<file path="config.mk">
export PLATFORM = sky130hd
export DESIGN_NAME = uart_rx_os16_flat
export DESIGN_NICKNAME = d
export VERILOG_FILES = /design/src/rtl/uart_pkg.sv /design/src/rtl/uart_rx_os16_if.sv /design/src/rtl/uart_baud_tick.sv /design/src/rtl/uart_rx_os16.sv /design/src/flat_wrapper.sv
export SDC_FILE = /design/constraint.sdc
export NUM_CORES = 1
export LEC_CHECK = 0
export BUFFER_PORTS_ARGS = -buffer_cell sky130_fd_sc_hd__buf_2
export CORE_UTILIZATION = 63
export CTS_BUF_LIST = sky130_fd_sc_hd__clkbuf_2
export DETAILED_ROUTE_END_ITERATION = 6
export GPL_TIMING_DRIVEN = 0
export MAX_ROUTING_LAYER = met4
export PLACE_DENSITY_LB_ADDON = 0.15
export SKIP_CTS_REPAIR_TIMING = 1
export SLEW_MARGIN = 5
export SYNTH_ARGS = -nofsm -noshare
export SYNTH_HDL_FRONTEND = slang
export SYNTH_SLANG_ARGS = --single-unit
export TNS_END_PERCENT = 20
</file>
<file path="constraint.sdc">
create_clock -name clk -period 2.5 [get_ports clk]
set_input_delay 0.25 -clock clk [delete_from_list [all_inputs] [get_ports clk]]
set_output_delay 0.25 -clock clk [all_outputs]
set_load 0.02 [all_outputs]
</file>
<file path="src/rtl/uart_pkg.sv">
// Shared UART definitions: receiver states, oversampling sample points and baud divisors.
// The transmit path imports the same rate table so both ends agree on bit timing.
package uart_pkg;

    typedef enum logic [2:0] {IDLE, START, DATA, STOP, BREAK} rx_state_e;

    localparam int OVERSAMPLE = 16;

    localparam logic [3:0] SMP_VOTE_A = 4'd7;
    localparam logic [3:0] SMP_VOTE_B = 4'd8;
    localparam logic [3:0] SMP_DECIDE = 4'd9;
    localparam logic [3:0] SMP_LAST   = 4'd15;

    localparam int BAUD_9600   = 9600;
    localparam int BAUD_19200  = 19200;
    localparam int BAUD_57600  = 57600;
    localparam int BAUD_115200 = 115200;

    localparam int DIV_W = 16;

    function automatic int baud_rate(input logic [1:0] sel);
        int rate;
        case (sel)
            2'b00:   rate = BAUD_9600;
            2'b01:   rate = BAUD_19200;
            2'b10:   rate = BAUD_57600;
            default: rate = BAUD_115200;
        endcase
        return rate;
    endfunction

    // Clocks per oversample tick, rounded to nearest.
    function automatic int baud_div(input int clk_freq, input logic [1:0] sel);
        int rate;
        rate = baud_rate(sel);
        return (clk_freq + rate * (OVERSAMPLE / 2)) / (rate * OVERSAMPLE);
    endfunction

endpackage

</file>
<file path="src/rtl/uart_rx_os16_if.sv">
// Receiver-side bundle: line input, rate controls and received-byte outputs.
// The master drives the line and controls; the slave is the receive engine.
interface uart_rx_os16_if;
    logic [1:0] baud_sel;
    logic       enable_baud;
    logic       rxd;
    logic [7:0] o_data;
    logic       o_data_valid;
    logic       o_frame_err;
    logic       rx_busy;

    modport master (
        output baud_sel, enable_baud, rxd,
        input  o_data, o_data_valid, o_frame_err, rx_busy
    );

    modport slave (
        input  baud_sel, enable_baud, rxd,
        output o_data, o_data_valid, o_frame_err, rx_busy
    );
endinterface

</file>
<file path="src/rtl/uart_baud_tick.sv">
// Oversample tick generator: one-clock tick every baud_div() clocks.
// Held at zero while disabled and restarted whenever the rate select changes.
module uart_baud_tick
    import uart_pkg::*;
#(
    parameter int CLK_FREQ = 50_000_000
) (
    input  logic       clk,
    input  logic       rst,
    input  logic       enable_i,
    input  logic [1:0] baud_sel_i,
    output logic       tick_o
);

    localparam logic [DIV_W-1:0] DIV_M1_0 = DIV_W'(baud_div(CLK_FREQ, 2'b00) - 1);
    localparam logic [DIV_W-1:0] DIV_M1_1 = DIV_W'(baud_div(CLK_FREQ, 2'b01) - 1);
    localparam logic [DIV_W-1:0] DIV_M1_2 = DIV_W'(baud_div(CLK_FREQ, 2'b10) - 1);
    localparam logic [DIV_W-1:0] DIV_M1_3 = DIV_W'(baud_div(CLK_FREQ, 2'b11) - 1);

    logic [DIV_W-1:0] cnt_q, cnt_d;
    logic [DIV_W-1:0] div_m1;
    logic [1:0]       sel_q;
    logic             sel_changed;

    always_comb begin
        case (baud_sel_i)
            2'b00:   div_m1 = DIV_M1_0;
            2'b01:   div_m1 = DIV_M1_1;
            2'b10:   div_m1 = DIV_M1_2;
            default: div_m1 = DIV_M1_3;
        endcase
    end

    assign sel_changed = (baud_sel_i != sel_q);
    assign tick_o      = enable_i && !sel_changed && (cnt_q == div_m1);

    // NOTE: every path assigns cnt_d, so this block stays purely combinational.
    always_comb begin
        cnt_d = cnt_q + 1'b1;
        if (!enable_i || sel_changed || tick_o) begin
            cnt_d = '0;
        end
    end

    // NOTE: state registers use non-blocking assignments so all flops update together.
    always_ff @(posedge clk) begin
        if (rst) begin
            cnt_q <= '0;
            sel_q <= 2'b00;
        end else begin
            cnt_q <= cnt_d;
            sel_q <= baud_sel_i;
        end
    end

endmodule

</file>
<file path="src/rtl/uart_rx_os16.sv">
// 8N1 UART receiver with 16x oversampling, 2-flop input synchronizer and 3-sample
// majority vote; rejects start-bit glitches and holds off restart after a framing error.
module uart_rx_os16 #(
    parameter int CLK_FREQ   = 50_000_000,
    parameter int OVERSAMPLE = uart_pkg::OVERSAMPLE
) (
    input  logic           clk,
    input  logic           rst,
    uart_rx_os16_if.slave  rx_if
);
    import uart_pkg::*;

    localparam int CNT_W = $clog2(OVERSAMPLE);

    logic             tick;
    logic [1:0]       sync_q;
    logic             rxs;
    logic             maj;
    rx_state_e        state_q;
    logic [CNT_W-1:0] cnt_q;
    logic [2:0]       bit_idx_q;
    logic [7:0]       shift_q;
    logic [1:0]       vote_q;
    logic [7:0]       data_q;
    logic             valid_q;
    logic             ferr_q;
    logic             busy_q;

    uart_baud_tick #(
        .CLK_FREQ(CLK_FREQ)
    ) u_tick (
        .clk        (clk),
        .rst        (rst),
        .enable_i   (rx_if.enable_baud),
        .baud_sel_i (rx_if.baud_sel),
        .tick_o     (tick)
    );

    // Synchronizer resets to the idle-high line level so reset never looks like a start bit.
    always_ff @(posedge clk) begin
        if (rst) begin
            sync_q <= 2'b11;
        end else begin
            sync_q <= {sync_q[0], rx_if.rxd};
        end
    end

    assign rxs = sync_q[1];
    assign maj = (vote_q[0] & vote_q[1]) | (vote_q[0] & rxs) | (vote_q[1] & rxs);

    always_ff @(posedge clk) begin
        if (rst) begin
            state_q   <= IDLE;
            cnt_q     <= '0;
            bit_idx_q <= '0;
            shift_q   <= '0;
            vote_q    <= 2'b11;
            data_q    <= '0;
            valid_q   <= 1'b0;
            ferr_q    <= 1'b0;
            busy_q    <= 1'b0;
        end else begin
            // NOTE: pulses default low each clock so a set lasts exactly one cycle.
            valid_q <= 1'b0;
            ferr_q  <= 1'b0;
            if (!rx_if.enable_baud) begin
                state_q   <= IDLE;
                busy_q    <= 1'b0;
                cnt_q     <= '0;
                bit_idx_q <= '0;
            end else if (tick) begin
                cnt_q <= cnt_q + 1'b1;
                if (cnt_q == SMP_VOTE_A) vote_q[0] <= rxs;
                if (cnt_q == SMP_VOTE_B) vote_q[1] <= rxs;
                case (state_q)
                    IDLE: begin
                        if (!rxs) begin
                            state_q <= START;
                            cnt_q   <= '0;
                            busy_q  <= 1'b1;
                        end
                    end
                    START: begin
                        if (cnt_q == SMP_DECIDE && maj) begin
                            state_q <= IDLE;
                            busy_q  <= 1'b0;
                        end else if (cnt_q == SMP_LAST) begin
                            state_q   <= DATA;
                            bit_idx_q <= '0;
                        end
                    end
                    DATA: begin
                        if (cnt_q == SMP_DECIDE) shift_q[bit_idx_q] <= maj;
                        if (cnt_q == SMP_LAST) begin
                            if (bit_idx_q == 3'd7) state_q <= STOP;
                            else                   bit_idx_q <= bit_idx_q + 1'b1;
                        end
                    end
                    STOP: begin
                        // Leaving at mid-stop lets a back-to-back start edge be caught cleanly.
                        if (cnt_q == SMP_DECIDE) begin
                            if (maj) begin
                                data_q  <= shift_q;
                                valid_q <= 1'b1;
                                state_q <= IDLE;
                                busy_q  <= 1'b0;
                            end else begin
                                ferr_q  <= 1'b1;
                                state_q <= BREAK;
                            end
                        end
                    end
                    BREAK: begin
                        if (rxs) begin
                            state_q <= IDLE;
                            busy_q  <= 1'b0;
                        end
                    end
                    default: begin
                        state_q <= IDLE;
                        busy_q  <= 1'b0;
                    end
                endcase
            end
        end
    end

    assign rx_if.o_data       = data_q;
    assign rx_if.o_data_valid = valid_q;
    assign rx_if.o_frame_err  = ferr_q;
    assign rx_if.rx_busy      = busy_q;

endmodule

</file>
<file path="src/flat_wrapper.sv">
// flat-port wrapper written by rule: the top's interface ports become plain ports
module uart_rx_os16_flat import uart_pkg::*;
#(
    parameter int CLK_FREQ   = 50_000_000,
    parameter int OVERSAMPLE = uart_pkg::OVERSAMPLE
)
  (clk, rst, rx_if_baud_sel, rx_if_enable_baud, rx_if_rxd, rx_if_o_data, rx_if_o_data_valid, rx_if_o_frame_err, rx_if_rx_busy);
  uart_rx_os16_if rx_if_i ();
  input  logic clk;
  input  logic rst;
  input wire logic [$bits(rx_if_i.baud_sel)-1:0] rx_if_baud_sel;
  input wire logic [$bits(rx_if_i.enable_baud)-1:0] rx_if_enable_baud;
  input wire logic [$bits(rx_if_i.rxd)-1:0] rx_if_rxd;
  output wire logic [$bits(rx_if_i.o_data)-1:0] rx_if_o_data;
  output wire logic [$bits(rx_if_i.o_data_valid)-1:0] rx_if_o_data_valid;
  output wire logic [$bits(rx_if_i.o_frame_err)-1:0] rx_if_o_frame_err;
  output wire logic [$bits(rx_if_i.rx_busy)-1:0] rx_if_rx_busy;
  assign rx_if_i.baud_sel = rx_if_baud_sel;
  assign rx_if_i.enable_baud = rx_if_enable_baud;
  assign rx_if_i.rxd = rx_if_rxd;
  assign rx_if_o_data = rx_if_i.o_data;
  assign rx_if_o_data_valid = rx_if_i.o_data_valid;
  assign rx_if_o_frame_err = rx_if_i.o_frame_err;
  assign rx_if_rx_busy = rx_if_i.rx_busy;
  uart_rx_os16 #(.CLK_FREQ(CLK_FREQ), .OVERSAMPLE(OVERSAMPLE)) u_core (.clk(clk), .rst(rst), .rx_if(rx_if_i));
endmodule
</file>
== After elaboration in Yosys (flattened, before gate mapping) ==
Cells that the tools add are included.
Cells by class
  add/sub/neg operators: 3
  order comparisons: 2
  equal/unequal tests: 24
  mux-type cells: 28
  bitwise gates (word level): 10
  reductions and logical operators: 21
Operators with widths (number)
  $mux W3: 12
  $pmux W9 S3: 1
  $add A16 B1 Y16 const B: 1
  $eq A16 B16 Y1: 1
  $pmux W3 S5: 1
  $ne A2 B1 Y1 const B: 7
  $reduce_and A7 Y1: 2
  $eq A4 B4 Y1 const B: 3
  $bwmux W8: 1
  $mux W1: 8
  $mux W4: 2
  $eq A3 B2 Y1 const B: 2
  $eq A3 B3 Y1 const B: 2
  $ne A2 B2 Y1 const B: 3
  $pmux W3 S2: 1
  $reduce_and A3 Y1: 2
  $reduce_and A6 Y1: 1
  $not A1 Y1: 5
  $pmux W1 S5: 1
  $reduce_and A5 Y1: 1
  $reduce_or A5 Y1: 1
  $add A4 B1 Y4 const B: 1
  $eq A4 B3 Y1 const B: 1
  $logic_and A1 B1 Y1: 4
  other kinds (18): 24
Storage, ports and cells
  register bits after elaboration: 51
  input bits: 6
  output and inout port bits: 11
  logic and storage cells: 101

== Longest topological paths before layout ==
  word-level depth: 6
  gate-level depth with buffers: 10
  depth with buffers taken out: 7

== Hierarchy ==
Synthesis repeated with hierarchy kept, for this count alone.
Second synthesis, totals
  cells, all modules: 281
  area, all modules: 2582.5 µm²
Modules (own cells, without submodules)
  uart_rx_os16: times used 1, cells each 177, area an instance 1636.6 µm², sequential area each 660.6 µm²
  uart_baud_tick: times used 1, cells each 104, area an instance 945.9 µm², sequential area each 360.3 µm²

== Worst setup path before layout ==
OpenSTA, ideal clock, no wires.
  path type: input to register
  start point: in rx_if_baud_sel[0]
  end point: reg u_core.cnt_q[3]
  data arrival time: 2.106 ns
  data required time: 2.430 ns
  path slack: 0.323 ns
  stages: 8
  buffers on the path: 1
  cell sequence: inv_1 > ha_1 > xnor2_1 > o2111ai_1 > a2111o_1 > buf_6 > or4_1 > a21oi_1
Between the ends
  word-level cells in the longest chain between the ends: 4
  elaborated cells on any way between the ends: 9
Ends and longest elaborated chain
  start, declared: line flat_wrapper.sv:11  | input wire logic [$bits(rx_if_i.baud_sel)-1:0] rx_if_baud_sel;
  $eq A2 B2 Y1, or another cell as far along: line uart_baud_tick.sv:26  | case (baud_sel_i)
  $pmux W9 S3 or $logic_not A1 Y1 (tied branches): line uart_baud_tick.sv:26, uart_baud_tick.sv:35
  $eq A16 B16 Y1 or $logic_and A1 B1 Y1 (tied branches): line uart_baud_tick.sv:35  | assign tick_o = enable_i && !sel_changed && (cnt_q == div_m1);
  $logic_and A1 B1 Y1 (*): line uart_baud_tick.sv:35
  end signal, assigned: line uart_rx_os16.sv:72  | cnt_q <= cnt_q + 1'b1;
  end, declared: line uart_rx_os16.sv:20  | logic [CNT_W-1:0] cnt_q;
Mark *: on every way between the ends. The rest lies on a longest branch, timed or not.
A chain may end at the register's enable or synchronous reset.

== Final worst setup path ==
  start point: reg u_core.u_tick.cnt_q[0]
  end point: reg u_core.cnt_q[2]
Between the ends
  word-level cells in the longest chain between the ends: 2
Ends and longest elaborated chain
  start, declared: line uart_baud_tick.sv:20  | logic [DIV_W-1:0] cnt_q, cnt_d;
  start signal, assigned: line uart_baud_tick.sv:51  | cnt_q <= cnt_d;
  $eq A16 B16 Y1: line uart_baud_tick.sv:35
  $logic_and A1 B1 Y1: line uart_baud_tick.sv:35
No other way between the ends.

==> metrics.txt <==
most frequent cells in the layout=50 x dfxtp_1, 30 x nor2_1, 26 x a21oi_1; CTS root buffer=clkbuf_2; kind of critical path=reg2reg; Max Cap Viol=0; GP Congestion=approximately 0.91; Fin. Hold Viols=0; Rel. slew slack=43.2%; Post-Syn Instances=322; Fmax=0.420 GHz; most frequent CP cell=buf_6; vias in the first global route=2054; register area share after synthesis=38.0%; met2 WL=about 2800 um; Crit path max-delay family=compound AO/OA/AOI/OAI gates; PortBufs=15; crit path capture type=flop; # fillers=roughly 320; Final Hold Slack=0.136 ns; synthesized area=around 0.0027 mm^2; DR vias/cell=about 6.1; Overflow after GRT=0; min cycle time layout=roughly 2.4 ns; final setup TNS=0 ns; PwrDens=around 420 mW/mm^2; Worst-Margin Slew=0.844 ns; peak supply drop=approximately 0.29 mV; Buffers & Inverters on Critical Path=3; Layout Nets=about 370; Initial DRC Count=~220; Initial Util=between 60% and 70%; Layout area overhead=8.62%; status=complete, no violations; final worst slack=between 0.1 and 0.15 ns; ant diodes=0; most common cell after layout, fill and taps aside=dfxtp_1; met3 wire len=252 um; Sink Count=51; std cell rows=23; Synth cell types=slightly below 50; LEAKAGE=0.969 nW; layout cells sized above 1=between 10% and 20%; post-synth net total=~340; largest net degree at the start of global routing=16; WP data required=between 2 and 3 ns; CP Max Fanout=10; number of synthesized register bits=51; first drt pass iteration count=5; CTS tree=built; combinational family with the most area after synthesis=simple AND/OR/NAND/NOR gates; highest routed metal layer=met4; Worst Path Arrival=between 2 and 3 ns; # DRC=0; Slowest Stage Delay on Critical Path=about 0.44 ns; Avg WL per Cell=14.1 um; Die Width=~67 um; H-tree depth=2; Yosys Warn Count=0; first-pass GRT wire length=8890 um; aggregate routed wire length=around 5600 um; Critical Path Source Type=flop; syn avg cell area=around 8.3 um^2; hpwl dp=4050 um; Final Skew=roughly 0.017 ns; post-route ant nets=0; number of top-level pins=17; critical path's slowest cell=a2111o_1; antenna violations before repair=0; Adder-Cell Fraction of Synth Area=5.50%; Compound-Gate Fraction of Synth Area=around 17%; Final period util=roughly 95%; Design Power=1.21 mW; DP Worst Slack=-0.269 ns; XOR/XNOR Fraction of Synth Area=about 6.5%; post-synthesis simple-gate area fraction=between 20% and 30%; wire length on met1=around 2500 um; global-route total usage across every layer=between 20% and 30%; final setup fails=0; Post-synth EDFFs=0; Inserted Clock Buffers=5; Clock Path Buffers=2; Die ar.=between 0.004 and 0.005 mm^2; via count=roughly 2400; die height=roughly 67 um; core area=0.00406 mm^2; critical-path cell list=nor3b_1, o2111ai_2, a2111o_1, buf_6, buf_6, clkbuf_1, o21ai_0, a21oi_1; post-synthesis mux area share=less than 1%; RSZ-0062 raised after global routing=no; type of the tightest min-delay check=in2reg; asr flop ratio synth=0%; Max Slew Vio Count=0; Top FF cell, synth=dfxtp_1; clock latency on the worst-skew pair=between 0.4 and 0.5 ns; clk slew on worst S/H paths=0.24 ns
synth_stat cells, types with 3 or more instances:
cell / number / area share [%]
nand2b_1: 4 / 0.93
ha_1: 11 / 5.1
nor3b_1: 4 / 1.1
a21oi_1: 26 / 4.8
nand4_1: 15 / 3.5
xnor2_1: 12 / 3.9
nand3b_1: 3 / 0.84
o21ai_0: 23 / 4.3
or2_2: 3 / 0.70
a21o_1: 4 / 1.1
inv_1: 8 / 1.1
buf_2: 3 / 0.56
nor3_1: 9 / 1.7
dfxtp_1: 51 / 38
nor4_1: 3 / 0.70
o211ai_1: 4 / 1.1
xor2_1: 8 / 2.6
clkbuf_1: 14 / 2.0
nand2_1: 16 / 2.2
and3_1: 6 / 1.4
nor2_1: 30 / 4.2
or3_1: 11 / 2.6
nand3_1: 19 / 3.5
layout make-up:
class | count | area [um^2] | share of cell area [%]
clock inverters | 3 | 15.0 | 0.515
well taps | 50 | 62.6 | 2.15
flip-flops and latches | 51 | 1020 | 35.0
clock buffers | 5 | 25.0 | 0.858
inverters | 8 | 30.0 | 1.03
multi-input cells | 242 | 1560 | 53.4
plain buffers | 21 | 97.6 | 3.35
repair buffers | 19 | 108 | 3.69
sequential cells by signal (all words and copies together), names as in the netlist, 2 cells and up:
signal               cells
u_core.u_tick.cnt_q     16
u_core.rx_if.o_data      8
u_core.shift_q           8
u_core.cnt_q             4
u_core.bit_idx_q         3
u_core.state_q           3
u_core.sync_q            2
u_core.u_tick.sel_q      2
u_core.vote_q            2
per-layer routing:
layer / vias to the layer above / global-route usage, %
li1: 1225 / -
met1: 1122 / 30.2
met2: 68 / 47.6
met3: 9 / 5.07
met4: 0 / 8.78
met5: - / -
kinds of logic (layout without fill, tap and decap cells):
kind of cell	after synthesis	count (layout)
DFF	51	51
adders and majority gates	12	12
xor gates and xnor gates	20	20
AOI/OAI and AO/OA	72	72
buffers and inverters	29	56
and+or+nand+nor	137	137
muxes	1	1
final timing paths:
| check | from | endpoint | slack (ns) | cells past startpoint |
|---|---|---|---|---|
| max reg2reg | u_core.u_tick.cnt_q[0] | u_core.cnt_q[2] | 0.12 | 8 |
| min | rx_if_baud_sel[1] | u_core.u_tick.sel_q[1] | 0.14 | 3 |
| min reg2reg | u_core.sync_q[0] | u_core.sync_q[1] | 0.43 | 1 |
| max | u_core.u_tick.cnt_q[0] | u_core.cnt_q[2] | 0.12 | 8 |
power breakdown:
| part | leakage [nW] | switching [mW] | internal, mW |
|---|---|---|---|
| combinational | 0.533 | 0.0459 | 0.0249 |
| clock | 0.0241 | 0.259 | 0.0621 |
| sequential | 0.412 | 0.00302 | 0.820 |
| total | 0.969 | 0.308 | 0.907 |
tightest hold or removal path: stages:
cell and delay, ns:
buf_2 0.13, inv_1 0.12, nor2_1 0.06
per-stage QoR:
step                cells  util [%]  cell area (um^2)
finish                399      71.9              2920
global route          399      71.9              2920
floorplan             322         -              2690
global placement      387      69.6              2820
CTS                   395      70.6              2860
detailed placement    387      69.6              2820
Power figures use the tool's default switching activity.
